`src/rtl/cdb_arbiter.sv`:
```
// CDB completion arbiter: the branch requester always wins a slot, remaining slots are
// filled round-robin. Grants/stalls are same-cycle; slot selects are registered.
module cdb_arbiter #(
   parameter int unsigned NUM_REQ  = 8,
   parameter int unsigned NUM_CDB  = 3,
   parameter int unsigned PRIO_IDX = 7,
   parameter int unsigned IW       = $clog2(NUM_REQ)
) (
   input  logic                       clock,
   input  logic                       reset,
   input  logic [NUM_REQ-1:0]         req,
   input  logic                       cdb_hold,
   input  logic                       flush,
   output logic [NUM_REQ-1:0]         grant,
   output logic [NUM_REQ-1:0]         stall,
   output logic [NUM_CDB-1:0]         slot_valid,
   output logic [NUM_CDB-1:0][IW-1:0] slot_idx,
   output logic [IW-1:0]              rr_ptr
);

   localparam int unsigned SW = (NUM_CDB > 1) ? $clog2(NUM_CDB) : 1;

   logic [NUM_CDB-1:0]         slot_valid_q, slot_valid_d;
   logic [NUM_CDB-1:0][IW-1:0] slot_idx_q, slot_idx_d;
   logic [IW-1:0]              rr_ptr_q, rr_ptr_d;

   logic [NUM_REQ-1:0]         scan_grant;
   logic [NUM_CDB-1:0]         scan_vld;
   logic [NUM_CDB-1:0][IW-1:0] scan_idx;
   logic                       scan_any;
   logic [31:0]                scan_last;
   logic [31:0]                cand;
   logic [IW-1:0]              cand_i;
   logic [SW-1:0]              slot_i;
   int unsigned                n_gnt;
   logic                       arb_en;

   // Branch requester takes the top slot; the rest fill downward in rotating order.
   always_comb begin
      scan_grant = '0;
      scan_vld   = '0;
      scan_idx   = '0;
      scan_any   = 1'b0;
      scan_last  = '0;
      cand       = '0;
      cand_i     = '0;
      slot_i     = '0;
      n_gnt      = 0;
      if (req[PRIO_IDX]) begin
         scan_grant[PRIO_IDX] = 1'b1;
         scan_vld[NUM_CDB-1]  = 1'b1;
         scan_idx[NUM_CDB-1]  = IW'(PRIO_IDX);
         n_gnt                = 1;
      end
      for (int unsigned j = 0; j < NUM_REQ; j++) begin
         cand   = (32'(rr_ptr_q) + j) % NUM_REQ;
         cand_i = cand[IW-1:0];
         if (cand != PRIO_IDX && req[cand_i] && n_gnt < NUM_CDB) begin
            slot_i             = SW'(NUM_CDB - 1 - n_gnt);
            scan_grant[cand_i] = 1'b1;
            scan_vld[slot_i]   = 1'b1;
            scan_idx[slot_i]   = cand_i;
            scan_any           = 1'b1;
            scan_last          = cand;
            n_gnt              = n_gnt + 1;
         end
      end
   end

   always_comb begin
      arb_en       = reset & ~cdb_hold & ~flush;
      grant        = arb_en ? scan_grant : '0;
      stall        = (reset && !flush) ? (req & ~grant) : '0;
      slot_valid_d = arb_en ? scan_vld : '0;
      slot_idx_d   = arb_en ? scan_idx : '0;
      rr_ptr_d     = rr_ptr_q;
      if (flush) begin
         rr_ptr_d = '0;
      end else if (arb_en && scan_any) begin
         rr_ptr_d = IW'((scan_last + 1) % NUM_REQ);
      end
   end

   always_ff @(posedge clock or negedge reset) begin
      if (!reset) begin
         slot_valid_q <= '0;
         slot_idx_q   <= '0;
         rr_ptr_q     <= '0;
      end else begin
         slot_valid_q <= slot_valid_d;
         slot_idx_q   <= slot_idx_d;
         rr_ptr_q     <= rr_ptr_d;
      end
   end

   assign slot_valid = slot_valid_q;
   assign slot_idx   = slot_idx_q;
   assign rr_ptr     = rr_ptr_q;

endmodule

```
`config.mk`:
```
export PLATFORM = sky130hd
export DESIGN_NAME = cdb_arbiter
export DESIGN_NICKNAME = d
export VERILOG_FILES = /design/src/rtl/cdb_arbiter.sv
export SDC_FILE = /design/constraint.sdc
export NUM_CORES = 1
export LEC_CHECK = 0
export BUFFER_PORTS_ARGS = -buffer_cell sky130_fd_sc_hd__buf_4
export CAP_MARGIN = 20
export CORE_UTILIZATION = 60
export CTS_BUF_LIST = sky130_fd_sc_hd__clkbuf_2 sky130_fd_sc_hd__clkbuf_4 sky130_fd_sc_hd__clkbuf_8
export CTS_CLUSTER_DIAMETER = 200
export DETAILED_ROUTE_END_ITERATION = 6
export GPL_TIMING_DRIVEN = 1
export PLACE_DENSITY = 0.8
export SLEW_MARGIN = 10
export SYNTH_ARGS = -nofsm -noshare
export SYNTH_HDL_FRONTEND = slang
export SYNTH_SLANG_ARGS = --single-unit
```
`constraint.sdc`:
```
create_clock -name clock -period 17.05 [get_ports clock]
set_input_delay 1.705 -clock clock [delete_from_list [all_inputs] [get_ports clock]]
set_output_delay 1.705 -clock clock [all_outputs]
set_load 0.01 [all_outputs]
```
==> impl_metrics.py, run 1 <==
metrics = {
    "final_layout": {
        "drive_gt1_frac": 0.159,
        "fin_area_sq_um": 4130,
        "diodes": 0,
        "area_growth_pct": 7.87,
        "final_nets": 558,
    },
    "yosys": {
        "synthArstFlopShare": 1.00,
        "yosys-top-cells-count": "43 x nor2_1, 40 x nand2_1, 36 x ha_1",
        "syn-num-nets": 542,
        "synth.area.top_cells": "ha_1 12%, dfrtp_1 9.8%, mux2i_1 4.4%",
        "syn_area_sq_um": 3830,
        "synth-edff-count": 0,
        "synth_top_area_frac": 0.118,
        "ys.flop_type": "dfrtp_1",
        "yosysWarnings": 0,
        "syn_inst": 493,
        "ys_ff_latch": 15,
        "synth_area_leader_cell": "ha_1",
        "synth.most_common_cell": "nor2_1",
        "ys_types": 86,
        "ys_seq_area_frac": 0.0980,
        "syn_avg_cell_area_sq_um": 7.77,
    },
    "critical_path": {
        "crit_arrival_ps": 13250,
        "worstPathMaxFanout": 44,
        "start_kind": "flop",
        "crit_path_frequent_cell": "ha_1",
        "slowest_stage": "nor3_2",
        "r2r_slack_ps": 3430,
        "end_kind": "output pin",
        "rr_worst_depth": 42,
        "crit_type": "flop to output pin",
        "critPathRequiredTime_ps": 15340,
        "slowest_delay_ps": 850,
    },
    "grt": {
        "antenna_found_initial": 0,
        "grt.overflow.total": 0,
        "grt_first_pass_wirelength_um": 21600,
        "grt_max_degree": 45,
        "grtUsageTotal": 0.430,
        "grt_pass1_vias": 3928,
    },
    "clocking": {
        "cts_hold_buffers": 0,
        "clk_latency_ps": 240,
        "numCtsBuffers": 3,
        "clkSinkCount": 15,
        "clock_path_buffers": 2,
        "cts_root_buffer": "clkbuf_8",
        "clk_pin_slew_worst_paths_ps": 60,
        "cts_tree": "built",
        "htreeDepth": 1,
        "cts_resized": 0,
        "cts_setup_buffers": 0,
    },
    "placement": {
        "portBuffers": 42,
        "post_dp_cell_area_sq_um": 4080,
        "dp_hpwl_um": 10700,
        "gp_congestion": 1.08,
    },
    "route": {
        "drc": 0,
        "wl_per_cell_um": 24.2,
        "via_per_inst": 7.64,
        "drtAntennaViolNets": 0,
        "num_vias": 4457,
        "drtPass1Iterations": 5,
        "drtIter0Drc": 859,
        "wl_um": 14100,
    },
    "floorplanning": {
        "fp.dieW_um": 81.9,
        "die_height_um": 81.9,
        "dieArea_sq_um": 6710,
        "io_pins": 43,
        "rows": 28,
        "coreArea_sq_um": 6030,
        "start_util": 0.636,
    },
    "worst_hold_path": {
        "min_path_type": "flop to flop",
        "min_path_cells": 3,
    },
    "sta": {
        "fin_skew_ps": 3.11,
        "fmax_mhz": 66.9,
        "hold_viol": 0,
        "fin_hold_ws_ps": 896,
        "period_share": 0.877,
        "fin_setup_tns_ps": 0,
        "worstMarginPinSlew_ps": 1120,
        "slew_viol_final": 0,
        "period_needed_ps": 14950,
        "slew_headroom": 0.241,
        "rsz0062_at_grt": "false",
        "finalSetupViolCount": 0,
    },
    "outcome": {
        "status": "complete, no violations",
    },
    "run": {
        "drv_cap": 0,
    },
}
placed cells by master, fill, tap and decap left out, types with 6 or more instances in the layout:
cell type,Yosys,layout
mux4_2,6,6
ha_1,36,36
o21ai_0,21,21
a21oi_1,31,31
nor2_1,43,43
nand2b_1,6,6
a31oi_1,10,10
nor4_1,7,7
o21a_1,6,6
nand4_1,9,9
mux2i_1,17,17
buf_4,1,46
a211oi_1,7,7
nand3_1,22,22
o211ai_1,10,10
and3_1,8,8
or3_1,7,7
dfrtp_1,15,15
nand2_1,40,40
inv_1,19,19
path summary, 6_finish.rpt:
path,start,endpoint
setup / recovery,rr_ptr[0]$_DFFE_PN0P_,stall[2]
hold / removal,rr_ptr[0]$_DFFE_PN0P_,rr_ptr[0]$_DFFE_PN0P_
setup reg to reg,rr_ptr[0]$_DFFE_PN0P_,rr_ptr[2]$_DFFE_PN0P_
hold reg to reg,rr_ptr[0]$_DFFE_PN0P_,rr_ptr[0]$_DFFE_PN0P_
max in group asynchronous,reset,slot_idx[4]$_DFF_PN0_
min in group asynchronous,reset,rr_ptr[0]$_DFFE_PN0P_
logic make-up after synthesis:
kind of cell | count (synthesis) | share of synthesized area
and+or+nand+nor | 171 | 0.224
DFF | 15 | 0.0980
other | 1 | 0.000979
muxes | 28 | 0.0993
adders and majority gates | 37 | 0.123
AOI/OAI and AO/OA | 173 | 0.346
buffers and inverters | 58 | 0.0712
xor gates and xnor gates | 10 | 0.0372
sequential cells by signal (all words and copies together), names as in the netlist:
signal / count
slot_valid: 3
rr_ptr: 3
slot_idx: 9
final cells by class:
type	count	area [sq um]
clock buffer	3	41.3
tap	75	93.8
timing repair buffer	46	345
sequential	15	375
clock inverter	1	5.00
fill	509	1890
multi-input combinational	420	3180
inverter	23	86.3
through the flow:
step	instances	worst slack, ps	util
global placement	579	3020	0.678
floorplan	493	4830	-
finish	583	2100	0.686
detailed placement	579	2500	0.678
CTS	583	2440	0.685
global route	583	1220	0.686
per-layer routing:
| metal | up-vias | global-route usage | wire length (um) |
|---|---|---|---|
| met3 | 73 | 0.0489 | 1660 |
| met2 | 363 | 0.687 | 6260 |
| met5 | - | 0 | 0 |
| met4 | 0 | 0.211 | 702 |
| li1 | 1948 | - | - |
| met1 | 2073 | 0.568 | 5460 |
worst max-delay path: cells and delay by family, from the launching register on:
family / cells / cell delay [ps]
AOI/OAI and AO/OA: 7 / 2610
DFF: 1 / 330
and+or+nand+nor: 10 / 3100
buffers and inverters: 8 / 2030
adders and majority gates: 8 / 2730
muxes: 2 / 800
xor gates and xnor gates: 4 / 1390
Power of run 1 is left out: the tool's default activity adds up to more than one toggle a clock period on the data nets, which glitch-free logic cannot reach.
==> run 2: changes to the inputs <==
- PLACE_DENSITY: 0.8 -> 0.81
==> run 2 against run 1 <==
Effect of this change: sequential cell count is the same; die area unchanged; fmax increased by 4.4%; cell area is 1.3% higher; non-clock buffer count increased by 7; worst hold slack better by 14 ps; core utilization grew 0.91 points; register-to-register slack better by 880 ps; worst setup slack improved by 630 ps; via count is 0.85% lower; wire length increased by 0.47%; highest routed layer unchanged.
==> impl_metrics.py, run 2 (synthesized netlist as in run 1, its figures left out) <==
metrics = {
    "final_layout": {
        "mostFrequentLayoutCell": "buf_4",
        "final_nets": 565,
        "diodes": 0,
        "area_growth_pct": 9.31,
        "seq_area_sq_um": 375,
        "nFillCells": 510,
        "drive_gt1_frac": 0.171,
        "multi_input_area_sq_um": 3180,
        "largest_reg_flops": 9,
        "mostFrequentLayoutCells": "53 x buf_4, 43 x nor2_1, 40 x nand2_1",
    },
    "floorplanning": {
        "start_util": 0.636,
        "fp.dieW_um": 81.9,
        "coreArea_sq_um": 6030,
        "io_pins": 43,
        "rows": 28,
        "die_height_um": 81.9,
        "dieArea_sq_um": 6710,
    },
    "route": {
        "via_per_inst": 7.49,
        "drtPass1Iterations": 6,
        "wl_um": 14200,
        "wl_per_cell_um": 24.0,
        "drtAntennaViolNets": 0,
        "drtIter0Drc": 522,
        "drc": 0,
        "num_vias": 4419,
    },
    "sta": {
        "hold_viol": 0,
        "layout_setup_ws_ps": 2730,
        "slew_headroom": 0.276,
        "rsz0062_at_grt": "false",
        "fin_skew_ps": 1.49,
        "fin_setup_tns_ps": 0,
        "period_needed_ps": 14320,
        "slew_viol_final": 0,
        "fmax_mhz": 69.8,
        "period_share": 0.840,
        "finalSetupViolCount": 0,
        "worstMarginPinSlew_ps": 1080,
        "fin_hold_ws_ps": 910,
    },
    "clocking": {
        "htreeDepth": 1,
        "cts_tree": "built",
        "cts_resized": 0,
        "clk_pin_slew_worst_paths_ps": 60,
        "clock_path_buffers": 2,
        "cts_setup_buffers": 0,
        "clkSinkCount": 15,
        "cts_root_buffer": "clkbuf_8",
        "cts_hold_buffers": 0,
        "clk_latency_ps": 250,
        "numCtsBuffers": 3,
    },
    "critical_path": {
        "crit_path_frequent_cell": "ha_1",
        "slowest_delay_ps": 820,
        "worstPathMaxFanout": 44,
        "crit_arrival_ps": 12620,
        "crit_type": "flop to output pin",
        "slowest_stage": "nor3_2",
        "start_kind": "flop",
        "rr_worst_depth": 44,
        "critPathRequiredTime_ps": 15340,
        "end_kind": "output pin",
    },
    "placement": {
        "dp_slack_ps": 3210,
        "dp_hpwl_um": 11000,
        "gp_congestion": 1.09,
        "portBuffers": 42,
    },
    "grt": {
        "grt_pass1_vias": 3939,
        "antenna_found_initial": 0,
        "grt_max_degree": 45,
        "grt.overflow.total": 0,
        "grtUsageTotal": 0.433,
        "grt_first_pass_wirelength_um": 21700,
    },
    "outcome": {
        "status": "complete, no violations",
    },
    "worst_hold_path": {
        "min_path_cells": 3,
        "min_path_type": "flop to flop",
    },
    "run": {
        "drv_cap": 0,
    },
}
-- run 2: metrics by stage --
step	cells	util	area, sq um
floorplan	493	-	3830
global placement	586	0.686	4140
detailed placement	586	0.686	4140
CTS	590	0.694	4180
global route	590	0.695	4190
finish	590	0.695	4190
-- run 2: layout make-up --
class,instances,area share
Multi-Input combinational cell,420,0.761
Timing Repair Buffer,53,0.0950
Sequential cell,15,0.0897
Tap cell,75,0.0224
Inverter,23,0.0206
Clock buffer,4,0.0117
-- run 2: path summary, 6_finish.rpt --
| path | to | slack [ps] | start |
|---|---|---|---|
| max reg2reg | rr_ptr[2]$_DFFE_PN0P_ | 4310 | rr_ptr[0]$_DFFE_PN0P_ |
| max in group asynchronous | slot_idx[8]$_DFF_PN0_ | 15580 | reset |
| min reg2reg | rr_ptr[0]$_DFFE_PN0P_ | 910 | rr_ptr[0]$_DFFE_PN0P_ |
| min in group asynchronous | rr_ptr[0]$_DFFE_PN0P_ | 1300 | reset |
| min | rr_ptr[0]$_DFFE_PN0P_ | 910 | rr_ptr[0]$_DFFE_PN0P_ |
| max | stall[2] | 2730 | rr_ptr[0]$_DFFE_PN0P_ |
-- run 2: per-layer routing --
metal / GRT usage / vias to the layer above / part of all wire
met2: 0.672 / 357 / 0.45
met5: 0 / - / 0
met1: 0.532 / 2026 / 0.37
li1: - / 1965 / -
met3: 0.120 / 71 / 0.14
met4: 0.244 / 0 / 0.053
-- run 2: critical path, delay by kind of cell (launching register included) --
kind | cells | cell delay (ps)
and+or+nand+nor | 10 | 2810
adders and majority gates | 8 | 2390
AOI/OAI and AO/OA | 8 | 2300
buffers and inverters | 9 | 2150
xor gates and xnor gates | 4 | 1310
muxes | 2 | 1060
DFF | 1 | 330
Power of run 2 is left out for the same reason.
==> run 3: changes to the inputs <==
- ABC_AREA: unset -> 1
- PLACE_DENSITY: 0.81 -> 0.82
- clock period: 17.05 -> 14.7 ns (I/O delays scaled with it)
==> run 3 against run 2 <==
Effect of this change: area after synthesis shrank 12%; cell area down 11%; count of clock-buffer cells in the layout shrank 1; synthesized cell count grew 14%; core utilization increased by 1.5 points; sequential share of layout area rose by 1.1 points; worst setup slack better by 510 ps; register-to-register slack better by 350 ps; via count down 4.9%; highest routed layer unchanged.
==> impl_metrics.py, run 3 <==
metrics = {
    "route": {
        "num_vias": 4204,
        "drtIter0Drc": 643,
        "drtAntennaViolNets": 0,
        "wl_per_cell_um": 18.5,
        "via_per_inst": 6.36,
        "drc": 0,
        "drtPass1Iterations": 6,
        "wl_um": 12200,
    },
    "floorplanning": {
        "rows": 26,
        "coreArea_sq_um": 5240,
        "die_height_um": 76.8,
        "io_pins": 43,
        "start_util": 0.641,
        "fp.dieW_um": 76.8,
        "dieArea_sq_um": 5900,
    },
    "placement": {
        "portBuffers": 42,
        "gp_congestion": 1.08,
        "dp_hpwl_um": 9250,
    },
    "critical_path": {
        "crit_arrival_ps": 9990,
        "rr_worst_depth": 44,
        "slowest_delay_ps": 890,
        "r2r-end": "slot_valid[1]$_DFF_PN0_",
        "slowest_stage": "ha_1",
        "end_kind": "output pin",
        "start_kind": "flop",
        "critPathRequiredTime_ps": 13230,
        "crit_type": "flop to output pin",
        "r2r_slack_ps": 4660,
        "r2r_start": "rr_ptr[0]$_DFFE_PN0P_",
        "worstPathMaxFanout": 35,
        "crit_path_frequent_cell": "nand2_1",
    },
    "clocking": {
        "clk_pin_slew_worst_paths_ps": 60,
        "clock_path_buffers": 2,
        "cts_resized": 0,
        "htreeDepth": 1,
        "clkSinkCount": 15,
        "cts_tree": "built",
        "cts_root_buffer": "clkbuf_8",
        "clk_latency_ps": 250,
        "numCtsBuffers": 3,
        "cts_setup_buffers": 0,
        "cts_hold_buffers": 0,
    },
    "yosys": {
        "ys_types": 46,
        "synth_area_leader_cell": "nand2_1",
        "synth.most_common_cell": "nand2_1",
        "synth.area.top_cells": "nand2_1 17%, ha_1 13%, dfrtp_1 11%",
        "syn-num-nets": 612,
        "yosys-top-cells-count": "152 x nand2_1, 66 x inv_1, 50 x nand3_1",
        "yosysWarnings": 0,
        "synth_top_area_frac": 0.170,
        "synthArstFlopShare": 1.00,
        "syn_area_sq_um": 3360,
        "syn_inst": 563,
        "ys_seq_area_frac": 0.112,
        "syn_avg_cell_area_sq_um": 5.96,
        "ys_ff_latch": 15,
        "ys.flop_type": "dfrtp_1",
        "synth-edff-count": 0,
    },
    "sta": {
        "fin_skew_ps": 3.78,
        "rsz0062_at_grt": "false",
        "slew_headroom": 0.365,
        "finalSetupViolCount": 0,
        "slew_viol_final": 0,
        "hold_viol": 0,
        "period_share": 0.780,
        "period_needed_ps": 11460,
        "fin_setup_tns_ps": 0,
        "worstMarginPinSlew_ps": 950,
        "fmax_mhz": 87.3,
    },
    "final_layout": {
        "drive_gt1_frac": 0.156,
        "diodes": 0,
        "largest_reg_flops": 9,
        "area_growth_pct": 10.7,
        "mostFrequentLayoutCell": "nand2_1",
        "mostFrequentLayoutCells": "152 x nand2_1, 66 x inv_1, 50 x nand3_1",
        "final_nets": 641,
    },
    "outcome": {
        "status": "complete, no violations",
    },
    "grt": {
        "grt_max_degree": 36,
        "grtUsageTotal": 0.422,
        "grt_pass1_vias": 3957,
        "antenna_found_initial": 0,
        "grt.overflow.total": 0,
        "grt_first_pass_wirelength_um": 19700,
    },
    "worst_hold_path": {
        "min_path_type": "flop to flop",
        "hold_start": "rr_ptr[1]$_DFFE_PN0P_",
        "hold_path_end": "rr_ptr[1]$_DFFE_PN0P_",
        "min_path_cells": 3,
    },
    "run": {
        "drv_cap": 0,
    },
}
==> run 3: final cells by class <==
type,instances,area [sq um]
Multi-Input combinational cell,451,2580
Clock buffer,3,41.3
Inverter,77,292
Timing Repair Buffer,44,330
Tap cell,70,87.6
Fill cell,470,1520
Clock inverter,1,7.51
Sequential cell,15,375
==> run 3: cell families after synthesis <==
logic type | after synthesis | synth area share
other | 1 | 0.00112
AOI/OAI and AO/OA | 112 | 0.201
and+or+nand+nor | 301 | 0.427
buffers and inverters | 97 | 0.119
DFF | 15 | 0.112
adders and majority gates | 37 | 0.140
==> run 3: how the worst max path moves through the flow <==
stage	startpoint	end	slack (ps)	cells after the start
after global placement	req[7]	stall[2]	4260	51
after detailed placement	req[3]	stall[1]	3760	51
after global routing	rr_ptr[0]$_DFFE_PN0P_	stall[1]	2730	51
after CTS	rr_ptr[0]$_DFFE_PN0P_	stall[1]	3600	51
final	rr_ptr[0]$_DFFE_PN0P_	stall[1]	3240	51
after floorplan	req[3]	stall[4]	5420	47
==> run 3: critical path: cells and delay by family, from the launching register on <==
kind,cells,cell delay (ps)
flip-flops,1,320
buffers and inverters,15,2660
adder cells (fa/ha/maj),8,2650
AO/OA/AOI/OAI,3,440
AND/OR/NAND/NOR,25,3620
==> run 3: metal layers <==
metal	wire (um)	global-route usage	up-vias
li1	-	-	1940
met1	4620	0.526	1849
met2	5450	0.696	344
met3	1460	0.0643	71
met4	666	0.221	0
met5	0	0	-
==> run 3: per-stage QoR <==
step | cell area (sq um) | std cells | setup WS (ps) | hold slack (ps) | util
2_1_floorplan | 3360 | 563 | 5420 | 787 | -
3_3_place_gp | 3670 | 657 | 4260 | 759 | 0.700
3_5_place_dp | 3670 | 657 | 3760 | 774 | 0.700
4_1_cts | 3720 | 661 | 3600 | 784 | 0.710
5_1_grt | 3720 | 661 | 2730 | 853 | 0.710
6_report | 3720 | 661 | 3240 | 793 | 0.710
Power of run 3 is left out for the same reason.
